**src/rtl/riscv_enc_pkg.sv**
```systemverilog
// Shared encodings for the program encoder: instruction format codes,
// RV32I major opcodes and the encoder FSM state type.
package riscv_enc_pkg;

    localparam logic [2:0] FMT_R = 3'd0;
    localparam logic [2:0] FMT_I = 3'd1;
    localparam logic [2:0] FMT_S = 3'd2;
    localparam logic [2:0] FMT_B = 3'd3;
    localparam logic [2:0] FMT_J = 3'd4;
    localparam logic [2:0] FMT_U = 3'd5;

    localparam logic [6:0] OP_R      = 7'b0110011;
    localparam logic [6:0] OP_IMM    = 7'b0010011;
    localparam logic [6:0] OP_LOAD   = 7'b0000011;
    localparam logic [6:0] OP_STORE  = 7'b0100011;
    localparam logic [6:0] OP_BRANCH = 7'b1100011;
    localparam logic [6:0] OP_JAL    = 7'b1101111;
    localparam logic [6:0] OP_JALR   = 7'b1100111;
    localparam logic [6:0] OP_LUI    = 7'b0110111;
    localparam logic [6:0] OP_AUIPC  = 7'b0010111;

    typedef enum logic [1:0] {
        ST_IDLE,
        ST_WRITE,
        ST_FULL,
        ST_DONE
    } enc_state_e;

endpackage

```
**src/rtl/ins_field_packer.sv**
```systemverilog
// Combinational packer: scatters decoded fields into an RV32I word and
// flags bundles that cannot be encoded (bad format, odd branch/jump target).
module ins_field_packer
    import riscv_enc_pkg::*;
(
    input  logic [2:0]  fmt,
    input  logic [6:0]  opcode,
    input  logic [4:0]  rd,
    input  logic [4:0]  rs1,
    input  logic [4:0]  rs2,
    input  logic [2:0]  funct3,
    input  logic        funct7b5,
    input  logic [31:0] imm,
    output logic [31:0] word,
    output logic        illegal
);

    always_comb begin
        word = 32'h0;
        case (fmt)
            FMT_R: word = {1'b0, funct7b5, 5'b0, rs2, rs1, funct3, rd, opcode};
            FMT_I: begin
                // Immediate shifts carry funct7b5 in the upper immediate bits
                if (funct3 == 3'b101)
                    word = {1'b0, funct7b5, 5'b0, imm[4:0], rs1, funct3, rd, opcode};
                else
                    word = {imm[11:0], rs1, funct3, rd, opcode};
            end
            FMT_S: word = {imm[11:5], rs2, rs1, funct3, imm[4:0], opcode};
            FMT_B: word = {imm[12], imm[10:5], rs2, rs1, funct3, imm[4:1], imm[11], opcode};
            FMT_J: word = {imm[20], imm[10:1], imm[11], imm[19:12], rd, opcode};
            FMT_U: word = {imm[31:12], rd, opcode};
            default: word = 32'h0;
        endcase
    end

    assign illegal = (fmt > FMT_U) | (((fmt == FMT_B) | (fmt == FMT_J)) & imm[0]);

endmodule

```
**src/rtl/imem_program_encoder.sv**
```systemverilog
// Packs decoded instruction bundles into RV32I words and streams them into imem.
// Optional IMEM_ENCODER_CHECKSUM_EN adds an XOR checksum of all written words.
module imem_program_encoder
    import riscv_enc_pkg::*;
#(
    parameter int ADDR_W    = 6,
    parameter int BASE_ADDR = 0
) (
    input  logic              clk,
    input  logic              rst,
    input  logic              clear,
    input  logic              in_valid,
    output logic              in_ready,
    input  logic [2:0]        fmt,
    input  logic [6:0]        opcode,
    input  logic [4:0]        rd,
    input  logic [4:0]        rs1,
    input  logic [4:0]        rs2,
    input  logic [2:0]        funct3,
    input  logic              funct7b5,
    input  logic [31:0]       imm,
    input  logic              finish,
    output logic              imem_we,
    output logic [ADDR_W-1:0] imem_addr,
    output logic [31:0]       imem_wdata,
    output logic [ADDR_W:0]   count,
    output logic              full,
    output logic              err,
    output logic              done
`ifdef IMEM_ENCODER_CHECKSUM_EN
    ,
    output logic [31:0]       checksum
`endif
);

    localparam int                DEPTH   = 2 ** ADDR_W;
    localparam logic [ADDR_W-1:0] BASE_A  = ADDR_W'(BASE_ADDR);
    localparam logic [ADDR_W:0]   DEPTH_C = (ADDR_W + 1)'(DEPTH);

    enc_state_e        state_q, state_d;
    logic [ADDR_W-1:0] addr_q, addr_d;
    logic [ADDR_W:0]   count_q, count_d;
    logic [31:0]       wdata_q, wdata_d;
    logic              err_q, err_d;
    logic              fin_q, fin_d;
    logic              ready_q, ready_d;

    logic [31:0]       packedWord;
    logic              packedIllegal;
    logic              acceptBundle;
    logic              writeStrobe;

    ins_field_packer u_packer (
        .fmt      (fmt),
        .opcode   (opcode),
        .rd       (rd),
        .rs1      (rs1),
        .rs2      (rs2),
        .funct3   (funct3),
        .funct7b5 (funct7b5),
        .imm      (imm),
        .word     (packedWord),
        .illegal  (packedIllegal)
    );

    assign acceptBundle = in_valid & ready_q;
    // Gated so a restart arriving during WRITE never lets the word land in imem
    assign writeStrobe  = (state_q == ST_WRITE) & ~clear & ~rst;

    always_comb begin
        state_d = state_q;
        addr_d  = addr_q;
        count_d = count_q;
        wdata_d = wdata_q;
        err_d   = err_q;
        fin_d   = fin_q;
        case (state_q)
            ST_IDLE: begin
                if (acceptBundle && !packedIllegal) begin
                    state_d = ST_WRITE;
                    wdata_d = packedWord;
                    fin_d   = finish;
                end else begin
                    if (acceptBundle) err_d = 1'b1;
                    if (finish) state_d = ST_DONE;
                end
            end
            ST_WRITE: begin
                addr_d  = addr_q + ADDR_W'(1);
                count_d = count_q + (ADDR_W + 1)'(1);
                fin_d   = fin_q | finish;
                if (count_d == DEPTH_C) state_d = ST_FULL;
                else if (fin_d)         state_d = ST_DONE;
                else                    state_d = ST_IDLE;
            end
            ST_FULL: begin
                if (finish || fin_q) state_d = ST_DONE;
            end
            ST_DONE: state_d = ST_DONE;
            default: state_d = ST_IDLE;
        endcase
        ready_d = (state_d == ST_IDLE);
    end

    always_ff @(posedge clk) begin
        if (rst || clear) begin
            state_q <= ST_IDLE;
            addr_q  <= BASE_A;
            count_q <= '0;
            wdata_q <= 32'h0;
            err_q   <= 1'b0;
            fin_q   <= 1'b0;
            ready_q <= ~rst;
        end else begin
            state_q <= state_d;
            addr_q  <= addr_d;
            count_q <= count_d;
            wdata_q <= wdata_d;
            err_q   <= err_d;
            fin_q   <= fin_d;
            ready_q <= ready_d;
        end
    end

`ifdef IMEM_ENCODER_CHECKSUM_EN
    logic [31:0] chk_q;

    always_ff @(posedge clk) begin
        if (rst || clear)     chk_q <= 32'h0;
        else if (writeStrobe) chk_q <= chk_q ^ wdata_q;
    end

    assign checksum = chk_q;
`endif

    assign in_ready   = ready_q;
    assign imem_we    = writeStrobe;
    assign imem_addr  = addr_q;
    assign imem_wdata = wdata_q;
    assign count      = count_q;
    assign full       = (count_q == DEPTH_C);
    assign err        = err_q;
    assign done       = (state_q == ST_DONE);

endmodule

```
**config.mk**
```make
export PLATFORM = sky130hd
export DESIGN_NAME = imem_program_encoder
export DESIGN_NICKNAME = d
export VERILOG_FILES = /design/src/rtl/riscv_enc_pkg.sv /design/src/rtl/ins_field_packer.sv /design/src/rtl/imem_program_encoder.sv
export SDC_FILE = /design/constraint.sdc
export NUM_CORES = 1
export LEC_CHECK = 0
export BUFFER_PORTS_ARGS = -buffer_cell sky130_fd_sc_hd__buf_2
export CAP_MARGIN = 20
export CORE_MARGIN = 1.5
export CORE_UTILIZATION = 26
export DETAILED_ROUTE_END_ITERATION = 6
export GPL_TIMING_DRIVEN = 0
export PLACE_DENSITY = 0.5
export SLEW_MARGIN = 20
export SYNTH_ARGS = -nofsm -noshare
export SYNTH_HDL_FRONTEND = slang
export SYNTH_SLANG_ARGS = --single-unit
```
**constraint.sdc**
```tcl
create_clock -name clk -period 2.6 [get_ports clk]
set_clock_uncertainty 0.1 [all_clocks]
set_input_delay 0.39 -clock clk [delete_from_list [all_inputs] [get_ports clk]]
set_output_delay 0.39 -clock clk [all_outputs]
set_load 0.05 [all_outputs]
```
==> results of run 1 <==
[cells in the final DEF, fill, tap and decap left out, drive strengths merged, types with 6 or more instances in the layout]
| master | n |
|---|---|
| o21ai | 11 |
| xor2 | 6 |
| nand2 | 14 |
| mux2i | 8 |
| nor2 | 42 |
| clkbuf | 17 |
| nor2b | 20 |
| dfxtp | 50 |
| a32oi | 6 |
| a21oi | 25 |
| a211oi | 20 |
| mux2 | 7 |
| a2bb2oi | 6 |
| buf | 123 |
[critical path: cells and delay by family]
kind / cells / cell delay (ns)
buf+inv: 4 / 0.89
simple gates: 2 / 0.44
[cell families after synthesis]
group           count (synthesis)  synth area share, %
flops                          50                 39.9
mux                            15                 6.33
compound gates                 85                 23.7
fa+ha+maj                       3                 1.50
simple gates                  102                 19.8
xor+xnor                       11                 3.84
buf+inv                        28                 4.93
[how the worst max path moves through the flow]
stage	slack, ns	end	cells past startpoint	start
2_1_floorplan	0.18	full	4	count[0]
3_3_place_gp	0.37	imem_we	6	rst
3_5_place_dp	0.35	imem_we	6	rst
4_1_cts	0.35	imem_we	6	rst
5_1_grt	0.25	imem_we	5	state_q[1]
6_report	0.40	imem_we	6	rst
[flip-flops by register name (all words and copies together) (netlist names)]
| name | cells |
|---|---|
| err | 1 |
| in_ready | 1 |
| imem_wdata | 32 |
| state_q | 2 |
| imem_addr | 6 |
| count | 7 |
| fin_q | 1 |
[Yosys cell counts (all sizes together), types with 6 or more instances]
master    n  share of area, %
dfxtp    50                40
nor2     42               6.3
a21oi    25               5.0
a211oi   20               6.0
nor2b    20               5.0
nand2    14               2.1
clkbuf   12               1.8
buf      11               2.4
o21ai    11               2.2
mux2i     8               3.2
mux2      7               3.1
a2bb2oi   6               2.1
a32oi     6               2.1
xor2      6               2.1
[power groups by stage]
stage               sequential, mW  clock, mW  combinational, mW
floorplan                    0.846          0              0.143
global placement             0.805          0              0.286
detailed placement           0.805          0              0.288
CTS                          0.788      0.586              0.289
global route                 0.789      0.616              0.316
finish                       0.787      0.558              0.287
[per-stage QoR]
step	worst slack, ns	instances	util, %	hold WS (ns)
final	0.397	543	36.0	0.207
after detailed placement	0.354	535	34.8	0.363
after global routing	0.252	543	36.0	0.186
after global placement	0.373	535	34.8	0.352
after floorplan	0.178	294	-	0.394
after CTS	0.353	543	36.0	0.199
[final cells by class]
type / count / area (µm²)
tap: 129 / 161
timing repair buffer: 112 / 561
clock inverter: 3 / 40.0
multi-input combinational: 216 / 1390
inverter: 5 / 18.8
buffer: 23 / 105
sequential: 50 / 1000
fill: 1030 / 5940
clock buffer: 5 / 68.8
[per-layer routing]
metal	vias to the layer above	routed length [µm]
met5	-	0
met4	0	167
met3	14	349
met2	76	3520
met1	1165	3500
li1	1283	-
==> impl_metrics.toml, run 1 <==
[outcome]
status = "completed"

[clock_tree]
cts_buffers = 5
hold_buffers = 0
cts_setup_buffers = 0
root_buffer = "clkbuf_8"
post_cts_resized = 0
clock_sinks = 50
cts_buffer_depth = 2
cts_tree = "yes"
clk_pin_slew_ns = 0.10
clock_latency_ns = 0.31
htree_num_levels = 2

[worst_setup_path]
ff2ff_path_depth = 5
endpoint_kind = "output pin"
slowest_delay_ns = 0.31
cp_max_fo = 10
r2r-end = "state_q[0]"
start_kind = "input port"
worstSetupPathType = "in2out"
cpMaxStageDelayCell = "clkbuf_1"
arrival_ns = 1.71
r2r_start = "count[1]"
rrSetupSlack_ns = 0.48
required_ns = 2.11
crit_path_cell_trace = "buf_2, or2_2, clkbuf_1, clkbuf_1, nor2_1, buf_2"

[power_and_ir_drop]
p_leak_nw = 1.42
ir_worst_vdd_uv = 227
pwr-share-clk_pct = 34.2
power_frac_comb_pct = 17.6
p_int_mw = 1.18
switching_share_pct = 27.9
p_sw_mw = 0.456
seq_power_share_pct = 48.2
p_total_mw = 1.63
powerDensity_nw_per_um2 = 489

[finish]
area_delta_synth_final_pct = 33.1
layout.nets = 482
diodes = 0
stdcell_area_um2 = 3340
drive_gt1_share_pct = 34.3

[route]
finalWirelength_um = 7540
postRouteAntennaNets = 0
viasPerCell = 4.67
route.detailed.drc = 0
vias = 2538
firstDrtPassIters = 4
drtIter0Drc = 76
wl_per_cell_um = 13.9

[placement]
place_congestion = 0.771
place_area_um2 = 3230
io_buffers = 112
dpl.hpwl_um = 5780

[synthesis]
synth-edff-count = 0
syn_inst = 294
mappedNetlistNets = 363
syn_avg_cell_area_um2 = 8.54
seq_area_frac_synth_pct = 39.9
yosys_register_bits = 50
synth_warnings = 0
synth-main-ff-cell = "dfxtp_1"
syn_area_um2 = 2510
async_reset_ff_share_pct = 0
synthDistinctLibCells = 44

[sta]
tightestPinTransition_ns = 0.569
post-route-period-util_pct = 84.7
setup_viol = 0
rsz0062_at_grt = "no"
fmax_mhz = 454
final_max_slew_viol_count = 0
final.setup.tns_ns = 0
finalHoldViolCount = 0
min_period_ns = 2.20
timing.slew.headroom_pct = 62.1

[job]
drv_cap = 0

[worst_hold_path]
min_from = "rst"
hold_depth = 2
worstHoldEndpoint = "in_ready"
hold_class = "in2reg"

[die]
die_w_um = 101
dieHeight_um = 101
start_util_pct = 27.0
die-area_um2 = 10300
rows = 35
io-pin-count = 116
core_um2 = 9280

[global_route]
met2_usage_pct = 24.7
grtUsageTotal_pct = 15.0
met1_usage_pct = 19.6
antenna_found_initial = 0
grt_pass1_wl_um = 11900
overflow = 0
grt_start_max_net_pins = 16
grt_use_met3_pct = 2.76
grt_pass1_vias = 2410
top_usage_layer = "met2"
(Power assumes the default switching activity.)
==> run 2, diff against run 1 <==
--- a/config.mk
+++ b/config.mk
@@ -11,7 +11,7 @@
 export CORE_UTILIZATION = 26
 export DETAILED_ROUTE_END_ITERATION = 6
 export GPL_TIMING_DRIVEN = 0
-export PLACE_DENSITY = 0.5
+export PLACE_DENSITY = 0.51
 export SLEW_MARGIN = 20
 export SYNTH_ARGS = -nofsm -noshare
 export SYNTH_HDL_FRONTEND = slang
==> constraint.sdc (replaced) <==
create_clock -name clk -period 1.8 [get_ports clk]
set_clock_uncertainty 0.1 [all_clocks]
set_input_delay 0.27 -clock clk [delete_from_list [all_inputs] [get_ports clk]]
set_output_delay 0.27 -clock clk [all_outputs]
set_load 0.05 [all_outputs]
==> impl_metrics.toml, run 2 (synthesis gave the netlist of run 1 again) <==
[worst_setup_path]
endpoint_kind = "flop"
cp_max_fo = 3
required_ns = 1.88
start_kind = "flop"
arrival_ns = 1.99
worstSetupPathType = "reg2reg"

[clock_tree]
clock_latency_ns = 0.30
cts_buffers = 5
htree_num_levels = 2
root_buffer = "clkbuf_8"
clock_sinks = 50
cts_tree = "yes"
clk_pin_slew_ns = 0.09
hold_buffers = 0
cts_buffer_depth = 2

[global_route]
met1_usage_pct = 20.0
grt_pass1_vias = 2368
antenna_found_initial = 0
grt_use_met3_pct = 2.97
met2_usage_pct = 23.3
grtUsageTotal_pct = 14.5
overflow = 0
grt_start_max_net_pins = 15
grt_pass1_wl_um = 11700
top_usage_layer = "met2"

[power_and_ir_drop]
power_frac_comb_pct = 19.2
powerDensity_nw_per_um2 = 645
pwr-share-clk_pct = 30.1
p_int_mw = 1.61
p_leak_nw = 1.46
switching_share_pct = 28.2
p_sw_mw = 0.631
ir_worst_vdd_uv = 288
p_total_mw = 2.24
seq_power_share_pct = 50.7

[sta]
fin_ws_ns = -0.107
timing.slew.headroom_pct = 61.3
setup_viol = 4
tightestPinTransition_ns = 0.581
final_max_slew_viol_count = 0
min_period_ns = 1.91
finalHoldViolCount = 0
post-route-period-util_pct = 106
fmax_mhz = 524
final.setup.tns_ns = -0.214
rsz0062_at_grt = "yes"

[finish]
multi_input_area_um2 = 1440
regArea_um2 = 1010
largest_register_ffs = 32
mostFrequentLayoutCells = "buf_2, dfxtp_1, nor2_1, a21oi_1"
diodes = 0
mostFrequentLayoutCell = "buf_2"
final_cells = 546
nFillCells = 1033
layout.nets = 485
area_delta_synth_final_pct = 38.1
fin_util_pct = 37.3
drive_gt1_share_pct = 39.3
stdcell_area_um2 = 3470

[job]
drv_cap = 0

[route]
drtIter0Drc = 82
firstDrtPassIters = 4
postRouteAntennaNets = 0
wl_per_cell_um = 14.0
finalWirelength_um = 7640
viasPerCell = 4.69
route.detailed.drc = 0
vias = 2561

[placement]
dp.cells = 535
place_area_um2 = 3270
io_buffers = 112
place_congestion = 0.774
dpl.hpwl_um = 5790

[die]
start_util_pct = 27.0
rows = 35
dieHeight_um = 101
die_w_um = 101
io-pin-count = 116
die-area_um2 = 10300
core_um2 = 9280

[outcome]
violations = "negative setup slack"
status = "complete, but fails checks"

[worst_hold_path]
hold_class = "in2reg"
[run 2: cell count changes in the layout (fill, tap and decap cells not counted), sizes merged]
cell | previous run | this run
clkinv | 2 | 1
clkbuf | 17 | 20
bufinv | 1 | 0
buf | 123 | 125
[run 2: worst paths after layout]
| path | to | cells after the start | startpoint | slack [ns] |
|---|---|---|---|---|
| setup reg to reg | in_ready | 5 | count[1] | -0.11 |
| hold / removal | imem_wdata[5] | 3 | opcode[5] | 0.10 |
| hold reg to reg | err | 2 | err | 0.38 |
| setup / recovery | in_ready | 5 | count[1] | -0.11 |
[run 2: per-layer routing]
layer	part of all wire, %	vias up	wire length (µm)
li1	-	1292	-
met5	0	-	0
met1	49	1181	3730
met2	44	81	3390
met3	5.7	7	439
met4	1.0	0	80
[run 2: cell type report]
class	instances	area share (%)
repair buffers	116	18.0
well taps	129	4.66
flip-flops and latches	50	29.3
inverters	5	0.541
plain buffers	22	3.32
clock inverters	1	0.144
multi-input cells	216	41.6
clock buffers	7	2.49
[run 2: repair_timing]
action	in CTS	in global routing
pin swaps	1	1
endpoints found under the setup margin	29	33
buffers inserted	3	1
resized for setup	10	10
gates cloned	0	0
[run 2: power groups by stage]
stage               Sequential, mW  Combinational (mW)  Clock (mW)
floorplan                     1.22               0.207           0
global placement              1.16               0.416           0
detailed placement            1.16               0.419           0
CTS                           1.13               0.428       0.720
global route                  1.14               0.474       0.755
finish                        1.13               0.429       0.674
[run 2: per-stage QoR]
step	hold WS (ns)	setup WS, ns
finish	0.101	-0.107
global route	0.0906	-0.178
CTS	0.0853	-0.118
detailed placement	0.362	-0.188
global placement	0.347	-0.240
floorplan	0.274	-0.0877
[run 2: worst max-delay path, cell delays in order (launching register included)]
cell	delay [ns]
dfxtp_4	0.37
ha_4	0.17
xnor2_1	0.13
or4b_4	0.55
a2111oi_4	0.34
o41ai_2	0.14
